==> src/rtl/fetch_unit.sv <==
// Instruction fetch front end: PC generation, a single-line buffer, the I-cache request
// handshake and an in-order FWFT queue of {order, pc, inst} toward decode.
module fetch_unit #(
    parameter logic [31:0] RESET_PC   = 32'haaaaa000,
    parameter int          QDEPTH     = 16,
    parameter int          LINE_BYTES = 32,
    parameter int          ORDER_W    = 64
) (
    input  logic                        clk,
    input  logic                        rst,
    input  logic                        redirect_valid_i,
    input  logic [31:0]                 redirect_pc_i,
    input  logic [ORDER_W-1:0]          redirect_order_i,
    output logic [31:0]                 imem_addr_o,
    output logic [3:0]                  imem_rmask_o,
    input  logic [8*LINE_BYTES-1:0]     imem_rline_i,
    input  logic                        imem_resp_i,
    output logic                        deq_valid_o,
    input  logic                        deq_ready_i,
    output logic [31:0]                 deq_inst_o,
    output logic [31:0]                 deq_pc_o,
    output logic [ORDER_W-1:0]          deq_order_o,
    output logic [$clog2(QDEPTH):0]     q_count_o
);

    localparam int LW  = 8 * LINE_BYTES;
    localparam int OFF = $clog2(LINE_BYTES);
    localparam int PW  = $clog2(QDEPTH);
    localparam int CW  = PW + 1;

    typedef enum logic [1:0] {
        ST_RUN     = 2'd0,
        ST_WAIT    = 2'd1,
        ST_DISCARD = 2'd2
    } state_e;

    state_e               state_q, state_d;
    logic [31:0]          pc_q, pc_d;
    logic [ORDER_W-1:0]   order_q, order_d;
    logic [31:0]          req_addr_q, req_addr_d;
    logic                 lb_valid_q, lb_valid_d;
    logic [31-OFF:0]      lb_tag_q, lb_tag_d;
    logic [LW-1:0]        lb_data_q, lb_data_d;
    logic [31:0]          imem_addr_d;
    logic [3:0]           imem_rmask_d;

    logic [31:0]          q_inst_q  [QDEPTH];
    logic [31:0]          q_pc_q    [QDEPTH];
    logic [ORDER_W-1:0]   q_order_q [QDEPTH];
    logic [PW-1:0]        rd_ptr_q, rd_ptr_d;
    logic [PW-1:0]        wr_ptr_q, wr_ptr_d;
    logic [CW-1:0]        count_q, count_d;

    logic                 hit_s;
    logic                 full_s;
    logic                 enq_s;
    logic                 fire_s;
    logic                 deq_valid_s;
    logic [31:0]          word_s;

    assign hit_s       = lb_valid_q && (lb_tag_q == pc_q[31:OFF]);
    assign word_s      = lb_data_q[32*pc_q[OFF-1:2] +: 32];
    assign full_s      = (count_q == CW'(QDEPTH));
    assign deq_valid_s = (count_q != {CW{1'b0}}) && !redirect_valid_i;
    assign fire_s      = deq_valid_s && deq_ready_i;

    // Fetch FSM next state, line-buffer fill and registered cache request outputs
    always_comb begin
        state_d    = state_q;
        pc_d       = pc_q;
        order_d    = order_q;
        req_addr_d = req_addr_q;
        lb_valid_d = lb_valid_q;
        lb_tag_d   = lb_tag_q;
        lb_data_d  = lb_data_q;
        enq_s      = 1'b0;
        case (state_q)
            ST_RUN: begin
                if (redirect_valid_i) begin
                    state_d = ST_RUN;
                end else if (!hit_s) begin
                    req_addr_d = pc_q;
                    state_d    = ST_WAIT;
                end else if (!full_s) begin
                    enq_s   = 1'b1;
                    pc_d    = pc_q + 32'd4;
                    order_d = order_q + ORDER_W'(1);
                end else begin
                    state_d = ST_RUN;
                end
            end
            ST_WAIT, ST_DISCARD: begin
                // The returned line is genuine even when the request went stale.
                if (imem_resp_i) begin
                    lb_valid_d = 1'b1;
                    lb_tag_d   = req_addr_q[31:OFF];
                    lb_data_d  = imem_rline_i;
                    state_d    = ST_RUN;
                end else if (redirect_valid_i) begin
                    state_d = ST_DISCARD;
                end else begin
                    state_d = state_q;
                end
            end
            default: begin
                state_d = ST_RUN;
            end
        endcase
        if (redirect_valid_i) begin
            pc_d    = redirect_pc_i & 32'hffff_fffc;
            order_d = redirect_order_i;
        end else begin
            pc_d    = pc_d;
        end
        if (state_d != ST_RUN) begin
            imem_rmask_d = 4'hf;
            imem_addr_d  = req_addr_d;
        end else begin
            imem_rmask_d = 4'h0;
            imem_addr_d  = 32'h0;
        end
    end

    // Queue pointer and occupancy next state; a redirect empties the queue
    always_comb begin
        rd_ptr_d = rd_ptr_q;
        wr_ptr_d = wr_ptr_q;
        count_d  = count_q;
        if (redirect_valid_i) begin
            rd_ptr_d = {PW{1'b0}};
            wr_ptr_d = {PW{1'b0}};
            count_d  = {CW{1'b0}};
        end else begin
            if (enq_s) begin
                wr_ptr_d = wr_ptr_q + PW'(1);
            end else begin
                wr_ptr_d = wr_ptr_q;
            end
            if (fire_s) begin
                rd_ptr_d = rd_ptr_q + PW'(1);
            end else begin
                rd_ptr_d = rd_ptr_q;
            end
            case ({enq_s, fire_s})
                2'b10:   count_d = count_q + CW'(1);
                2'b01:   count_d = count_q - CW'(1);
                default: count_d = count_q;
            endcase
        end
    end

    // Control and line-buffer state registers
    always_ff @(posedge clk) begin
        if (rst) begin
            state_q      <= ST_RUN;
            pc_q         <= RESET_PC;
            order_q      <= {ORDER_W{1'b0}};
            req_addr_q   <= 32'h0;
            lb_valid_q   <= 1'b0;
            lb_tag_q     <= {(32-OFF){1'b0}};
            lb_data_q    <= {LW{1'b0}};
            imem_addr_o  <= 32'h0;
            imem_rmask_o <= 4'h0;
            rd_ptr_q     <= {PW{1'b0}};
            wr_ptr_q     <= {PW{1'b0}};
            count_q      <= {CW{1'b0}};
        end else begin
            state_q      <= state_d;
            pc_q         <= pc_d;
            order_q      <= order_d;
            req_addr_q   <= req_addr_d;
            lb_valid_q   <= lb_valid_d;
            lb_tag_q     <= lb_tag_d;
            lb_data_q    <= lb_data_d;
            imem_addr_o  <= imem_addr_d;
            imem_rmask_o <= imem_rmask_d;
            rd_ptr_q     <= rd_ptr_d;
            wr_ptr_q     <= wr_ptr_d;
            count_q      <= count_d;
        end
    end

    // Queue storage write port
    always_ff @(posedge clk) begin
        if (!rst && enq_s) begin
            q_inst_q[wr_ptr_q]  <= word_s;
            q_pc_q[wr_ptr_q]    <= pc_q;
            q_order_q[wr_ptr_q] <= order_q;
        end
    end

    assign deq_valid_o = deq_valid_s;
    assign deq_inst_o  = q_inst_q[rd_ptr_q];
    assign deq_pc_o    = q_pc_q[rd_ptr_q];
    assign deq_order_o = q_order_q[rd_ptr_q];
    assign q_count_o   = count_q;

endmodule

==> config.mk <==
export PLATFORM = sky130hd
export DESIGN_NAME = fetch_unit
export DESIGN_NICKNAME = d
export VERILOG_FILES = /design/src/rtl/fetch_unit.sv
export SDC_FILE = /design/constraint.sdc
export NUM_CORES = 2
export LEC_CHECK = 0
export CORE_MARGIN = 2
export CORE_UTILIZATION = 52
export CTS_CLUSTER_DIAMETER = 60
export DETAILED_ROUTE_END_ITERATION = 7
export PLACE_DENSITY = 0.71
export SYNTH_ARGS = -nofsm -noshare
export SYNTH_HDL_FRONTEND = slang
export SYNTH_SLANG_ARGS = --single-unit
==> constraint.sdc <==
create_clock -name clk -period 16.43 [get_ports clk]
set_clock_uncertainty 0.1 [all_clocks]
set_input_delay 4.929 -clock clk [delete_from_list [all_inputs] [get_ports clk]]
set_output_delay 4.929 -clock clk [all_outputs]
set_load 0.005 [all_outputs]
Word-level counts from Yosys, hierarchy flattened

Memories as Yosys holds them, arrays and structs flattened. A register that Yosys moved wholly into a read port is not among the register bits.
Index checks and enable logic that the tools add are counted.

Input port bits: 357
Flip-flop bits (word level): 463
Memories kept: 3
Bits in writable memories: 2,048

Bitwise operators: 2
Shift-type cells: 1
Reduce and logical (&&, ||, !) cells: 18
Muxes and demuxes: 31
$add $sub $neg: 6
Equal/unequal tests: 7

Memories:

| name      | words | width | rd ports | clocked after Yosys merged registers in | wr ports | RTL line | RTL |
|---|---|---|---|---|---|---|---|
| q_order_q | 16    | 64    | 1        | 1                                       | 1        | 49       | `logic [ORDER_W-1:0] q_order_q [QDEPTH];` |
| q_inst_q  | 16    | 32    | 1        | 1                                       | 1        | 47       | `logic [31:0] q_inst_q [QDEPTH];` |
| q_pc_q    | 16    | 32    | 1        | 1                                       | 1        | 48       | `logic [31:0] q_pc_q [QDEPTH];` |

Operators with widths:

| kind                  | number |
|---|---|
| $mux 64               | 4 |
| $shiftx 256x9->32     | 1 |
| $mux 32               | 7 |
| $add 64x1->64 const B | 1 |
| $add 32x3->32 const B | 1 |
| $mux 4                | 7 |
| $eq 27x27->1          | 1 |
| $mux 2                | 5 |
| $pmux 5 s2            | 1 |
| $add 4x1->4 const B   | 2 |
| $reduce_bool 2->1     | 4 |
| $mux 1                | 6 |
| $reduce_and 3->1      | 2 |
| $reduce_or 2->1       | 3 |
| $add 5x1->5 const B   | 1 |
| $eq 5x5->1 const B    | 1 |
| $reduce_bool 5->1     | 1 |
| $sub 5x1->5 const B   | 1 |
| $eq 2x1->1 const B    | 2 |
| $eq 2x2->1 const B    | 2 |
| $logic_and 1x1->1     | 4 |
| $pmux 2 s2            | 1 |
| $logic_not 1->1       | 2 |
| $logic_not 2->1       | 1 |
| other kinds (3)       | 4 |

Depth between registers and ports, before layout

Depth in word-level cells: 8
Gate-level depth with buffers: 15
Depth with buffers taken out: 14

Worst setup path after synthesis

No wires, ideal clock.

Path kind: input port to flip-flop
From: in redirect_valid_i
To: mem q_inst_q[11][0], enable pin
Cell stages on the path: 6
Arrival time: 14,303 ps
Setup slack: 1,262 ps
Path through: clkbuf_1 -> clkbuf_1 -> clkbuf_1 -> nor2_1 -> nand3_1 -> nor3_1

Longest elaborated chain between the ends: 5

Ends and longest elaborated chain:

| element                      | RTL line | RTL |
|---|---|---|
| start: declaration           | 11       | `input logic redirect_valid_i,` |
| $mux 1                       | 79       | `if (redirect_valid_i) begin` |
| $mux 1                       | 77       | `case (state_q)` |
| $logic_and 1x1->1            | 185      | `if (!rst && enq_s) begin` |
| $mux 1                       | 185      |  |
| $mux 1 (implied by the code) | 186      | `q_inst_q[wr_ptr_q] <= word_s;` |
| end: declaration             | 47       |  |

Every way passes these cells.

Worst setup path after layout

From: in redirect_valid_i
To: out deq_valid_o

Longest elaborated chain between the ends: 2

Ends and longest elaborated chain:

| element           | RTL line | RTL |
|---|---|---|
| $logic_not 1->1   | 64       | `assign deq_valid_s = (count_q != {CW{1'b0}}) && !redirect_valid_i;` |
| $logic_and 1x1->1 | 64       |  |
| end: declaration  | 18       | `output logic deq_valid_o,` |

Every way passes these cells.

==> results.py <==
metrics = {
    "timing": {
        "report.final.slew_viol_count": 0,
        "fin_crit_ns": 10.85,
        "slew_headroom_pct": 13.9,
        "fin_crit_sh_pct": 66.0,
        "fmax_mhz": 92.2,
        "finalHoldViolations": 0,
        "setup_viol": 0,
        "tns_ns": 0,
        "tightest_slew_ns": 1.29,
        "hold-worst-slack_ns": 0.343,
        "rsz0062_at_grt": "false",
    },
    "detailed_routing": {
        "firstDrtPassIters": 5,
        "avgRoutedWirePerCell_um": 28.6,
        "remaining_drc_errors": 0,
        "wirelength_um": 243000,
        "vias": 51502,
        "routed_via_density": 6.07,
        "drtIter0Drc": 5674,
        "ant_nets": 0,
    },
    "clocking": {
        "cts.sink_count": 2478,
        "cts-root-buf": "clkbuf_16",
        "clock_latency_ns": 0.90,
        "clk_path_buf_depth": 3,
        "htreeDepth": 4,
        "cts_setup_buffers": 0,
        "cts_resized": 0,
        "cts_tree": "yes",
        "clk_pin_slew_worst_paths_ns": 0.06,
        "cts_hold_buf": 0,
        "cts_buffers": 240,
    },
    "placed_design": {
        "hpwl_um": 137000,
        "place_area_um2": 104000,
        "place.port_buffers": 522,
        "place.gp.congestion": 0.824,
    },
    "critical_path": {
        "cp_slowest_cell": "clkdlybuf4s50_1",
        "crit_required_ns": 11.40,
        "critPathCaptureType": "output port",
        "rrSetupSlack_ns": 10.22,
        "crit_fanout": 5,
        "cp_cell_sequence": "buf_4, nor2_1, clkdlybuf4s50_1",
        "max_stage_delay_ns": 0.53,
        "rr_worst_depth": 9,
        "arrival_ns": 5.82,
        "crit_type": "primary input to output port",
        "critPathLaunchType": "primary input",
    },
    "finish": {
        "seqCellArea_um2": 69800,
        "fillers": 13135,
        "nets": 6173,
        "final_area_um2": 112000,
        "drive_above_1_share_pct": 20.2,
        "multiInputGateArea_um2": 24700,
        "syn_to_final_growth_pct": 16.8,
    },
    "synthesis": {
        "yosys_warnings": 0,
        "synth_top_area_share_pct": 63.2,
        "synth_commonest_cells": "edfxtp_1, mux4_2, nand2_1",
        "netlist_area_um2": 95800,
        "ys_top_cells_by_area": "edfxtp_1, mux4_2, dfxtp_1",
        "synth_area_per_cell_um2": 18.2,
        "ys_ff_latch": 2478,
        "yosysSeqAreaShare_pct": 72.8,
        "synth_edf_count": 2016,
        "yosysUniqueCellTypes": 61,
        "yosysTopAreaCell": "edfxtp_1",
        "yosysMostFrequentCell": "edfxtp_1",
        "syn-instance-count": 5277,
        "synthArstFlopShare_pct": 0,
        "ys.flop_type": "edfxtp_1",
    },
    "status": {
        "status": "finished clean",
    },
    "grt": {
        "grt_pass1_wl_um": 350000,
        "grt_antenna_before_repair": 40,
        "grt.total_usage_pct": 25.8,
        "first_global_vias": 51241,
        "overflow": 0,
        "grt_max_degree": 238,
    },
    "power": {
        "p_per_area_nw_per_um2": 114,
        "p_leak_nw": 34.2,
        "vdd_drop_max_uv": 101,
        "power.total_mw": 12.8,
    },
    "die": {
        "die_y_um": 433,
        "io_pins": 527,
        "placementRows": 157,
        "die_area_um2": 188000,
        "die_w_um": 433,
        "initial_utilization_pct": 52.3,
        "core_area_um2": 183000,
    },
    "min_path": {
        "hold_path_class": "register to register",
        "min_path_cells": 2,
    },
    "run": {
        "drv_cap": 0,
    },
}
worst max-delay path: cells and delay by family:
kind	cells	cell delay, ns
buffers and inverters	2	0.72
AND/OR/NAND/NOR	1	0.16
where the power goes:
group | leakage, nW | switching, mW | internal [mW]
Combinational | 8.64 | 0.200 | 0.157
Sequential | 21.7 | 0.0900 | 6.85
Clock | 3.91 | 2.38 | 3.13
final timing paths:
check | startpoint | endpoint
min reg2reg | req_addr_q[24]$_SDFF_PP0_ | lb_tag_q[19]$_SDFFE_PP0P_
min | req_addr_q[24]$_SDFF_PP0_ | lb_tag_q[19]$_SDFFE_PP0P_
max reg2reg | pc_q[16]$_SDFFE_PP0P_ | q_order_q[3][61]$_DFFE_PP_
max | redirect_valid_i | deq_valid_o
cell families (layout without fill, tap and decap cells):
group	after synthesis	in the layout	synth area share [%]
AO/OA/AOI/OAI	482	482	3.01
XOR/XNOR	85	85	0.777
adder cells (fa/ha/maj)	14	14	0.191
buffers and inverters	378	1112	1.54
flip-flops	2478	2478	72.8
multiplexers	759	759	16.6
other	1	14	0.00391
AND/OR/NAND/NOR	1080	1080	5.01
registers in the layout, indices dropped and copies added, names as in the netlist, named ones only:
signal,cells
imem_addr_o,32
pc_q,30
imem_rmask_o,1
req_addr_q,32
q_inst_q,512
wr_ptr_q,4
rd_ptr_q,4
lb_valid_q,1
lb_tag_q,27
q_count_o,5
q_pc_q,480
state_q,2
q_order_q,1024
lb_data_q,256
order_q,64
layout make-up:
cell class,count,area share [%]
clock inverters,126,1.24
flip-flops and latches,2478,62.4
inverters,35,0.122
clock buffers,326,5.91
repair buffers,625,5.49
well taps,2464,2.76
diodes,12,0.0268
multi-input cells,2422,22.1
layout by cell type (no fill, tap or decap), drive strengths merged, types with 6 or more instances in the layout:
| cell type | instances |
|---|---|
| or4 | 7 |
| nand2b | 8 |
| and3 | 25 |
| bufinv | 19 |
| ha | 13 |
| o21ai | 6 |
| diode | 12 |
| a21oi | 330 |
| nor2b | 50 |
| nor4 | 27 |
| buf | 105 |
| nand3 | 40 |
| nand2 | 609 |
| dfxtp | 462 |
| o21a | 7 |
| a2111oi | 26 |
| nor2 | 175 |
| mux4 | 664 |
| and2 | 17 |
| mux2 | 34 |
| xor2 | 57 |
| nand4 | 39 |
| clkinv | 96 |
| mux2i | 61 |
| nor3 | 55 |
| xnor2 | 28 |
| a211oi | 85 |
| a311oi | 12 |
| clkdlybuf4s50 | 520 |
| and4 | 13 |
| inv | 42 |
| edfxtp | 2016 |
| clkbuf | 326 |
metal layers:
layer | share of wire [%] | vias to the layer above | track usage (%)
met5 | 0.10 | - | 0
met4 | 3.1 | 36 | 8.53
met3 | 8.3 | 373 | 4.72
met2 | 49 | 2403 | 42.2
met1 | 39 | 26714 | 35.3
li1 | - | 21976 | -
through the flow:
stage | worst slack, ns | instances | util (%)
floorplan | 1.26 | 5278 | -
global placement | 5.59 | 8024 | 56.7
detailed placement | 5.60 | 8024 | 56.7
CTS | 5.59 | 8476 | 61.1
global route | 5.55 | 8482 | 61.1
finish | 5.58 | 8488 | 61.1
Note: power is estimated with default switching activity, not from simulation.
